<file path="src/rtl/mem_arbiter_pkg.sv">
// Shared encodings for the two-master data-memory arbiter.
// Access sizes match the memory port's existing byte/half/word codes.
package mem_arbiter_pkg;

    typedef enum logic [1:0] {
        ARB_ST_IDLE    = 2'd0,
        ARB_ST_ISSUE   = 2'd1,
        ARB_ST_WAIT_RD = 2'd2
    } arb_state_e;

    typedef enum logic {
        ARB_OWNER_M0 = 1'b0,
        ARB_OWNER_M1 = 1'b1
    } arb_owner_e;

    localparam logic [1:0] MEM_ACC_BYTE = 2'd0;
    localparam logic [1:0] MEM_ACC_HALF = 2'd1;
    localparam logic [1:0] MEM_ACC_WORD = 2'd2;

    typedef struct packed {
        arb_owner_e owner;
        logic       lock_hit;
    } arb_pick_t;

endpackage

</file>
<file path="src/rtl/mem_arbiter.sv">
// Round-robin arbiter sharing the data-memory port between CPU (M0)
// and debug loader (M1), with a bounded back-to-back lock for M1.
module mem_arbiter
    import mem_arbiter_pkg::*;
#(
    parameter int unsigned BURST_MAX = 4,
    parameter int unsigned ADDR_W    = 32
) (
    input  logic              clk_i,
    input  logic              rst_i,

    input  logic              m0_req_i,
    input  logic              m0_we_i,
    input  logic [1:0]        m0_acc_i,
    input  logic [ADDR_W-1:0] m0_addr_i,
    input  logic [31:0]       m0_wdata_i,
    output logic              m0_gnt_o,
    output logic              m0_rvalid_o,
    output logic [31:0]       m0_rdata_o,

    input  logic              m1_req_i,
    input  logic              m1_we_i,
    input  logic [1:0]        m1_acc_i,
    input  logic [ADDR_W-1:0] m1_addr_i,
    input  logic [31:0]       m1_wdata_i,
    output logic              m1_gnt_o,
    output logic              m1_rvalid_o,
    output logic [31:0]       m1_rdata_o,
    input  logic              m1_lock_i,

    output logic              mem_req_o,
    output logic              mem_we_o,
    output logic [1:0]        mem_acc_o,
    output logic [ADDR_W-1:0] mem_addr_o,
    output logic [31:0]       mem_wdata_o,
    input  logic              mem_gnt_i,
    input  logic              mem_rvalid_i,
    input  logic [31:0]       mem_rdata_i,

    output logic              busy_o
);

    localparam logic [3:0] BURST_LIM = 4'(BURST_MAX - 1);

    arb_state_e state_q;
    arb_owner_e owner_q;
    arb_owner_e last_owner_q;
    logic [3:0] burst_cnt_q;
    arb_pick_t  sel;

    // Lock keeps M1 only while it already owns the port and budget remains
    function automatic arb_pick_t pick(
        input logic       r0,
        input logic       r1,
        input logic       lock,
        input arb_owner_e last,
        input logic [3:0] cnt
    );
        arb_pick_t p;
        p.lock_hit = (last == ARB_OWNER_M1) && lock && r1
                     && (cnt < BURST_LIM);
        if (p.lock_hit)
            p.owner = ARB_OWNER_M1;
        else if (r0 && !r1)
            p.owner = ARB_OWNER_M0;
        else if (!r0 && r1)
            p.owner = ARB_OWNER_M1;
        else if (last == ARB_OWNER_M0)
            p.owner = ARB_OWNER_M1;
        else
            p.owner = ARB_OWNER_M0;
        return p;
    endfunction

    always_comb begin
        sel = pick(m0_req_i, m1_req_i, m1_lock_i,
                   last_owner_q, burst_cnt_q);
    end

    assign busy_o = (state_q != ARB_ST_IDLE);

    always_ff @(posedge clk_i) begin
        if (rst_i) begin
            state_q      <= ARB_ST_IDLE;
            owner_q      <= ARB_OWNER_M0;
            last_owner_q <= ARB_OWNER_M1;
            burst_cnt_q  <= '0;
            m0_gnt_o     <= 1'b0;
            m1_gnt_o     <= 1'b0;
            m0_rvalid_o  <= 1'b0;
            m1_rvalid_o  <= 1'b0;
            m0_rdata_o   <= '0;
            m1_rdata_o   <= '0;
            mem_req_o    <= 1'b0;
            mem_we_o     <= 1'b0;
            mem_acc_o    <= '0;
            mem_addr_o   <= '0;
            mem_wdata_o  <= '0;
        end else begin
            m0_gnt_o    <= 1'b0;
            m1_gnt_o    <= 1'b0;
            m0_rvalid_o <= 1'b0;
            m1_rvalid_o <= 1'b0;
            unique case (state_q)
                ARB_ST_IDLE: begin
                    if (m0_req_i || m1_req_i) begin
                        owner_q      <= sel.owner;
                        last_owner_q <= sel.owner;
                        if (sel.lock_hit)
                            burst_cnt_q <= burst_cnt_q + 4'd1;
                        else if (sel.owner == ARB_OWNER_M0 || !m1_lock_i)
                            burst_cnt_q <= '0;
                        if (sel.owner == ARB_OWNER_M1) begin
                            mem_we_o    <= m1_we_i;
                            mem_acc_o   <= m1_acc_i;
                            mem_addr_o  <= m1_addr_i;
                            mem_wdata_o <= m1_wdata_i;
                            m1_gnt_o    <= 1'b1;
                        end else begin
                            mem_we_o    <= m0_we_i;
                            mem_acc_o   <= m0_acc_i;
                            mem_addr_o  <= m0_addr_i;
                            mem_wdata_o <= m0_wdata_i;
                            m0_gnt_o    <= 1'b1;
                        end
                        mem_req_o <= 1'b1;
                        state_q   <= ARB_ST_ISSUE;
                    end
                end
                ARB_ST_ISSUE: begin
                    if (mem_gnt_i) begin
                        mem_req_o <= 1'b0;
                        state_q   <= mem_we_o ? ARB_ST_IDLE
                                              : ARB_ST_WAIT_RD;
                    end
                end
                ARB_ST_WAIT_RD: begin
                    if (mem_rvalid_i) begin
                        if (owner_q == ARB_OWNER_M1) begin
                            m1_rdata_o  <= mem_rdata_i;
                            m1_rvalid_o <= 1'b1;
                        end else begin
                            m0_rdata_o  <= mem_rdata_i;
                            m0_rvalid_o <= 1'b1;
                        end
                        state_q <= ARB_ST_IDLE;
                    end
                end
                default: state_q <= ARB_ST_IDLE;
            endcase
        end
    end

endmodule

</file>
<file path="config.mk">
export PLATFORM = sky130hd
export DESIGN_NAME = mem_arbiter
export DESIGN_NICKNAME = d
export VERILOG_FILES = /design/src/rtl/mem_arbiter_pkg.sv /design/src/rtl/mem_arbiter.sv
export SDC_FILE = /design/constraint.sdc
export NUM_CORES = 1
export LEC_CHECK = 0
export CAP_MARGIN = 5
export CORE_MARGIN = 4
export CORE_UTILIZATION = 30
export DETAILED_ROUTE_END_ITERATION = 16
export PLACE_DENSITY_LB_ADDON = 0.15
export SLEW_MARGIN = 10
export SYNTH_ARGS = -nofsm -noshare
export SYNTH_HDL_FRONTEND = slang
export SYNTH_SLANG_ARGS = --single-unit
</file>
<file path="constraint.sdc">
create_clock -name clk_i -period 2.45 [get_ports clk_i]
set_input_delay 0.245 -clock clk_i [delete_from_list [all_inputs] [get_ports clk_i]]
set_output_delay 0.245 -clock clk_i [all_outputs]
set_load 0.005 [all_outputs]
</file>
=== After elaboration in Yosys (flattened, before gate mapping) ===
Cells that the tools add are included.

* Input port bits: 173
* Register bits after elaboration: 144
* Logic and storage cells: 72
* Output and inout port bits: 137

* Eq/ne operators: 5
* Bitwise logic cells: 6
* $add $sub $neg: 1
* Reduce and logical (&&, ||, !) cells: 22
* Mux-type cells: 22
* Magnitude comparators: 1

{| class="wikitable"
|+ Operators by type and width
! cell !! count
|-
| 32-bit two-way mux || 2
|-
| 3-bit AND reduction || 5
|-
| 1-bit two-way mux || 11
|-
| 2-bit two-way mux || 5
|-
| 4-bit two-way mux || 2
|-
| 2-bit != test, second input constant || 3
|-
| 1-bit NOT || 6
|-
| 2-bit case mux with 3 select lines || 1
|-
| 2-bit nonzero test || 3
|-
| 3-bit OR reduction || 2
|-
| 1-bit logical AND || 5
|-
| 4-bit by 1-bit adder with 4-bit output, second input constant || 1
|-
| 4-bit by 2-bit less-than comparator with 1-bit output, second input constant || 1
|-
| 1-bit logical NOT || 3
|-
| 2-bit by 1-bit == test with 1-bit output, second input constant || 1
|-
| 2-bit == test, second input constant || 1
|-
| 2-bit logical NOT || 1
|-
| 1-bit logical OR || 2
|-
| 1-bit case mux with 2 select lines || 1
|-
| 2-bit AND reduction || 1
|}

=== Longest topological paths before layout ===
* Depth in word-level cells: 9
* Gate-level depth with buffers: 7
* Depth with buffers taken out: 5

=== Worst setup path before layout ===
OpenSTA, ideal clock, no wires.

* Path type: reg-to-reg
* From: register burst_cnt_q[0]
* To: register mem_addr_o[13]
* Slack: 857 ps
* Cell stages (with the launch flop): 8
* Clock period less this slack: 1593 ps
* Required time: 2359 ps
* Setup time: 91 ps
* Buffers on the path: 2
* Arrival time: 1502 ps
* Cells stage by stage: dfxtp_1 -> ha_1 -> and4bb_1 -> and3b_1 -> buf_2 -> buf_2 -> o21ai_0 -> a311oi_1

* Word-level cells in the longest chain between the ends: 4

{| class="wikitable"
|+ Ends and longest elaborated chain
! item !! line !! text
|-
| start, declared || mem_arbiter.sv:48 || <nowiki>logic [3:0] burst_cnt_q;</nowiki>
|-
| start signal, assigned || mem_arbiter.sv:110 || <nowiki>burst_cnt_q <= burst_cnt_q + 4'd1;</nowiki>
|-
| 4-bit by 2-bit less-than comparator with 1-bit output || mem_arbiter.sv:61 || <nowiki>&& (cnt < BURST_LIM);</nowiki>
|-
| 1-bit logical AND || mem_arbiter.sv:61 ||
|-
| 1-bit two-way mux || mem_arbiter.sv:62 || <nowiki>if (p.lock_hit)</nowiki>
|-
| 32-bit two-way mux || mem_arbiter.sv:113 || <nowiki>if (sel.owner == ARB_OWNER_M1) begin</nowiki>
|-
| end signal, assigned || mem_arbiter.sv:116 || <nowiki>mem_addr_o <= m1_addr_i;</nowiki>
|-
| end signal, assigned || mem_arbiter.sv:122 || <nowiki>mem_addr_o <= m0_addr_i;</nowiki>
|-
| end, declared || mem_arbiter.sv:34 || <nowiki>output logic [ADDR_W-1:0] mem_addr_o,</nowiki>
|}

Every way passes these cells.
A chain may end at the register's enable or synchronous reset.

=== Worst setup path in the final report ===
* From: register state_q[1]
* To: output busy_o

* Word-level cells in the longest chain between the ends: 1

{| class="wikitable"
|+ Ends and longest elaborated chain
! item !! line !! text
|-
| start, declared || mem_arbiter.sv:45 || <nowiki>arb_state_e state_q;</nowiki>
|-
| start signal, assigned || mem_arbiter.sv:133 || <nowiki>state_q <= mem_we_o ? ARB_ST_IDLE</nowiki>
|-
| 2-bit nonzero test || mem_arbiter.sv:80 || <nowiki>assign busy_o = (state_q != ARB_ST_IDLE);</nowiki>
|-
| end, declared || mem_arbiter.sv:40 || <nowiki>output logic busy_o</nowiki>
|}

Every way passes these cells.

==> run metrics <==
run status=complete, no violations; Critical Path End Type=output pin; Fin Setup TNS=0 ps; Root Driver=clkbuf_16; Sw Pwr=roughly 1700 µW; Overall Power=~6400 µW; post-cts resize count=0; Die X=approximately 150 µm; PortBufs=309; final cell count without fillers=1271; synthesis-stage register bit count=around 140; HP Start=rst_i; Post-Syn Area per Cell=about 8.0 µm²; initial antenna violation count=1; Routed WL per cell=16.7 µm; period utilisation layout=roughly three quarters; Layout area overhead=66.8%; met2 Use GR=30.4%; share of power burned in registers=approximately 41%; Initial DRC Count=217; largest net degree at the start of global routing=79; fill count=1905; DRC viols=0; logic gate share of total power=20.2%; post-synthesis cell area=a little under 0.006 mm²; HPWL after detailed placement=14400 µm; Critical R2R Capture=mem_acc_o[0]; # setup viols final=0; Slew Limit Fails=0; startpoint class of the critical path=register; Reg2Reg Launch Point=burst_cnt_q[0]; Vias=6228; Crit-path slowest cell=clkdlybuf4s50_1; Chip Height=between 100 and 150 µm; Max Cap Viol=0; Placeable Area=0.0189 mm²; CTS clk-pin slew, worst paths=approximately 70 ps; routability cong.=approximately 0.78; Slew HR=between 50% and 60%; R2R setup slack=~680 ps; measured slew at the worst slew-check pin=a little under 700 ps; multi-input logic area=~0.0026 mm²; Worst Path Required=~2200 ps; met3 usage=8.57%; Power Density=approximately 660 mW/mm²; Leak Pwr=0.00335 µW; Crit Path Category=reg2out; Initial Util=30.7%; worst skew pair latency=just over 400 ps; Hold Crit Endpoint=m0_rvalid_o; deepest level of the CTS H-tree=4; first-pass GRT wire length=around 33000 µm; GR peak layer=met2; register area=about 0.0029 mm²; Max FO, Critical Path=7; grt met1 use=roughly 23%; Achievable Freq=between 500 and 600 MHz; Clk network pwr share=39.2%; cell chain of the critical path=or2_1, clkdlybuf4s50_1; internal power=4670 µW; CTS Buf Count=17; Post-synth ARST share=0%; Clock Path Buffers=2; Synth warnings=0; vias in the first global route=a little under 6000; Ports=slightly above 300; minimum clock period=around 1900 ps; TritonCTS clock tree=done; total wire length=around 21000 µm; grt ovf=0; GRT Total Usage=18.9%; cells after synthesis=approximately 730; vias per std cell=4.90; Pre-Repair DR Iteration Count=4; Critical Path Source=state_q[1]; RSZ-0062 raised after global routing=no; hold crit path type=in2reg; buffer count from post-CTS setup fixing=0; clock sinks=~140; area of the die=roughly 0.022 mm²; final hold violations=0; register area share after synthesis=49.7%; Worst path max stage delay=approximately 570 ps; Netlist cell types=32; number of instances in the placed design=between 1000 and 1500; top_reg_cell synth=dfxtp_1; Routed Antenna Nets=0; layout cells sized above 1=under 10%; hold depth=2; peak supply drop=approximately 0.52 mV; Post-Syn Nets=about 900; final net count=1171; sw frac=between 20% and 30%; skew final=about 15 ps; Rows=50; Crit path arrival time=about 1600 ps; cts hold-fix bufs=0; Post-synth EDFFs=0; reg2reg path depth=6
==> cell usage in the layout, fill, tap and decap left out, drive strengths merged <==
master,n
and4bb,1
nand4,1
ha,1
diode,1
a211oi,2
a21oi,68
nand3b,2
nand3,69
and3b,1
nor4,1
inv,7
nor3b,2
o31ai,1
o21bai,2
buf,18
clkbuf,19
dfxtp,144
nor2,77
or2,3
nand2,130
a311oi,68
bufinv,1
clkinvlp,4
clkinv,3
o21ai,68
a21o,1
clkdlybuf4s50,308
nor3,3
a31oi,2
nor2b,1
nand2b,2
==> worst max-delay path by stage <==
| stage | endpoint | cells after the start |
|---|---|---|
| finish | busy_o | 2 |
| CTS | busy_o | 2 |
| detailed placement | mem_addr_o[8] | 6 |
| floorplan | mem_addr_o[13] | 7 |
| global placement | mem_acc_o[0] | 6 |
| global route | busy_o | 2 |
==> synthesized netlist by cell type (3+ instances only) <==
library cell	count	share of area, %
nand3_1	69	5.9
a311oi_1	68	10
o21ai_1	14	1.2
buf_1	3	0.19
nor3_1	3	0.26
dfxtp_1	144	50
a21oi_1	67	5.8
clkbuf_1	47	3.0
nor2_1	76	4.9
nand2_1	130	8.4
o21ai_0	54	4.7
buf_2	24	2.1
==> kinds of logic after synthesis <==
group	synth area share, %
flops	49.7
simple gates	21.4
compound gates	23.0
buf+inv	5.69
fa+ha+maj	0.216
==> power groups by stage <==
stage               Sequential (µW)  Combinational, µW  Clock (µW)
floorplan                      2650                525           0
global placement               2640               1310           0
detailed placement             2650               1310           0
CTS                            2600               1310        2580
global route                   2620               1420        2700
finish                         2600               1290        2510
==> critical path, delay by kind of cell, from the launching register on <==
kind	cells	cell delay, ps
flip-flops	1	430
AND/OR/NAND/NOR	1	230
buffers and inverters	1	570
==> state kept, by name, summed over array words and instances (netlist names) <==
| signal | cells |
|---|---|
| owner_q | 1 |
| m1_rvalid_o | 1 |
| mem_req_o | 1 |
| state_q | 2 |
| mem_wdata_o | 32 |
| m0_rvalid_o | 1 |
| burst_cnt_q | 4 |
| mem_addr_o | 32 |
| m1_rdata_o | 32 |
| last_owner_q | 1 |
| mem_acc_o | 2 |
| mem_we_o | 1 |
| m0_gnt_o | 1 |
| m0_rdata_o | 32 |
| m1_gnt_o | 1 |
==> per-layer routing <==
layer | share of wire (%) | wire [µm]
met5 | 0 | 0
met4 | 1.9 | 400
met2 | 46 | 9880
met1 | 41 | 8780
met3 | 10 | 2210
==> layout make-up <==
cell class / instances / area share, %
well taps: 260 / 3.36
clock buffers: 19 / 4.57
repair buffers: 326 / 33.9
flip-flops and latches: 144 / 29.8
clock inverters: 13 / 1.33
diodes: 1 / 0.0258
multi-input cells: 506 / 27.0
inverters: 2 / 0.0775
==> stage by stage <==
step                utilization, %  setup WS [ps]  hold slack [ps]  cell area [µm²]
floorplan                        -            857              381             5800
global placement              48.2            431              441             9110
detailed placement            48.2            363              446             9110
CTS                           51.2            526              311             9680
global route                  51.2            458              334             9680
finish                        51.2            573              313             9680
No activity file was read; power rests on OpenSTA's default activity.
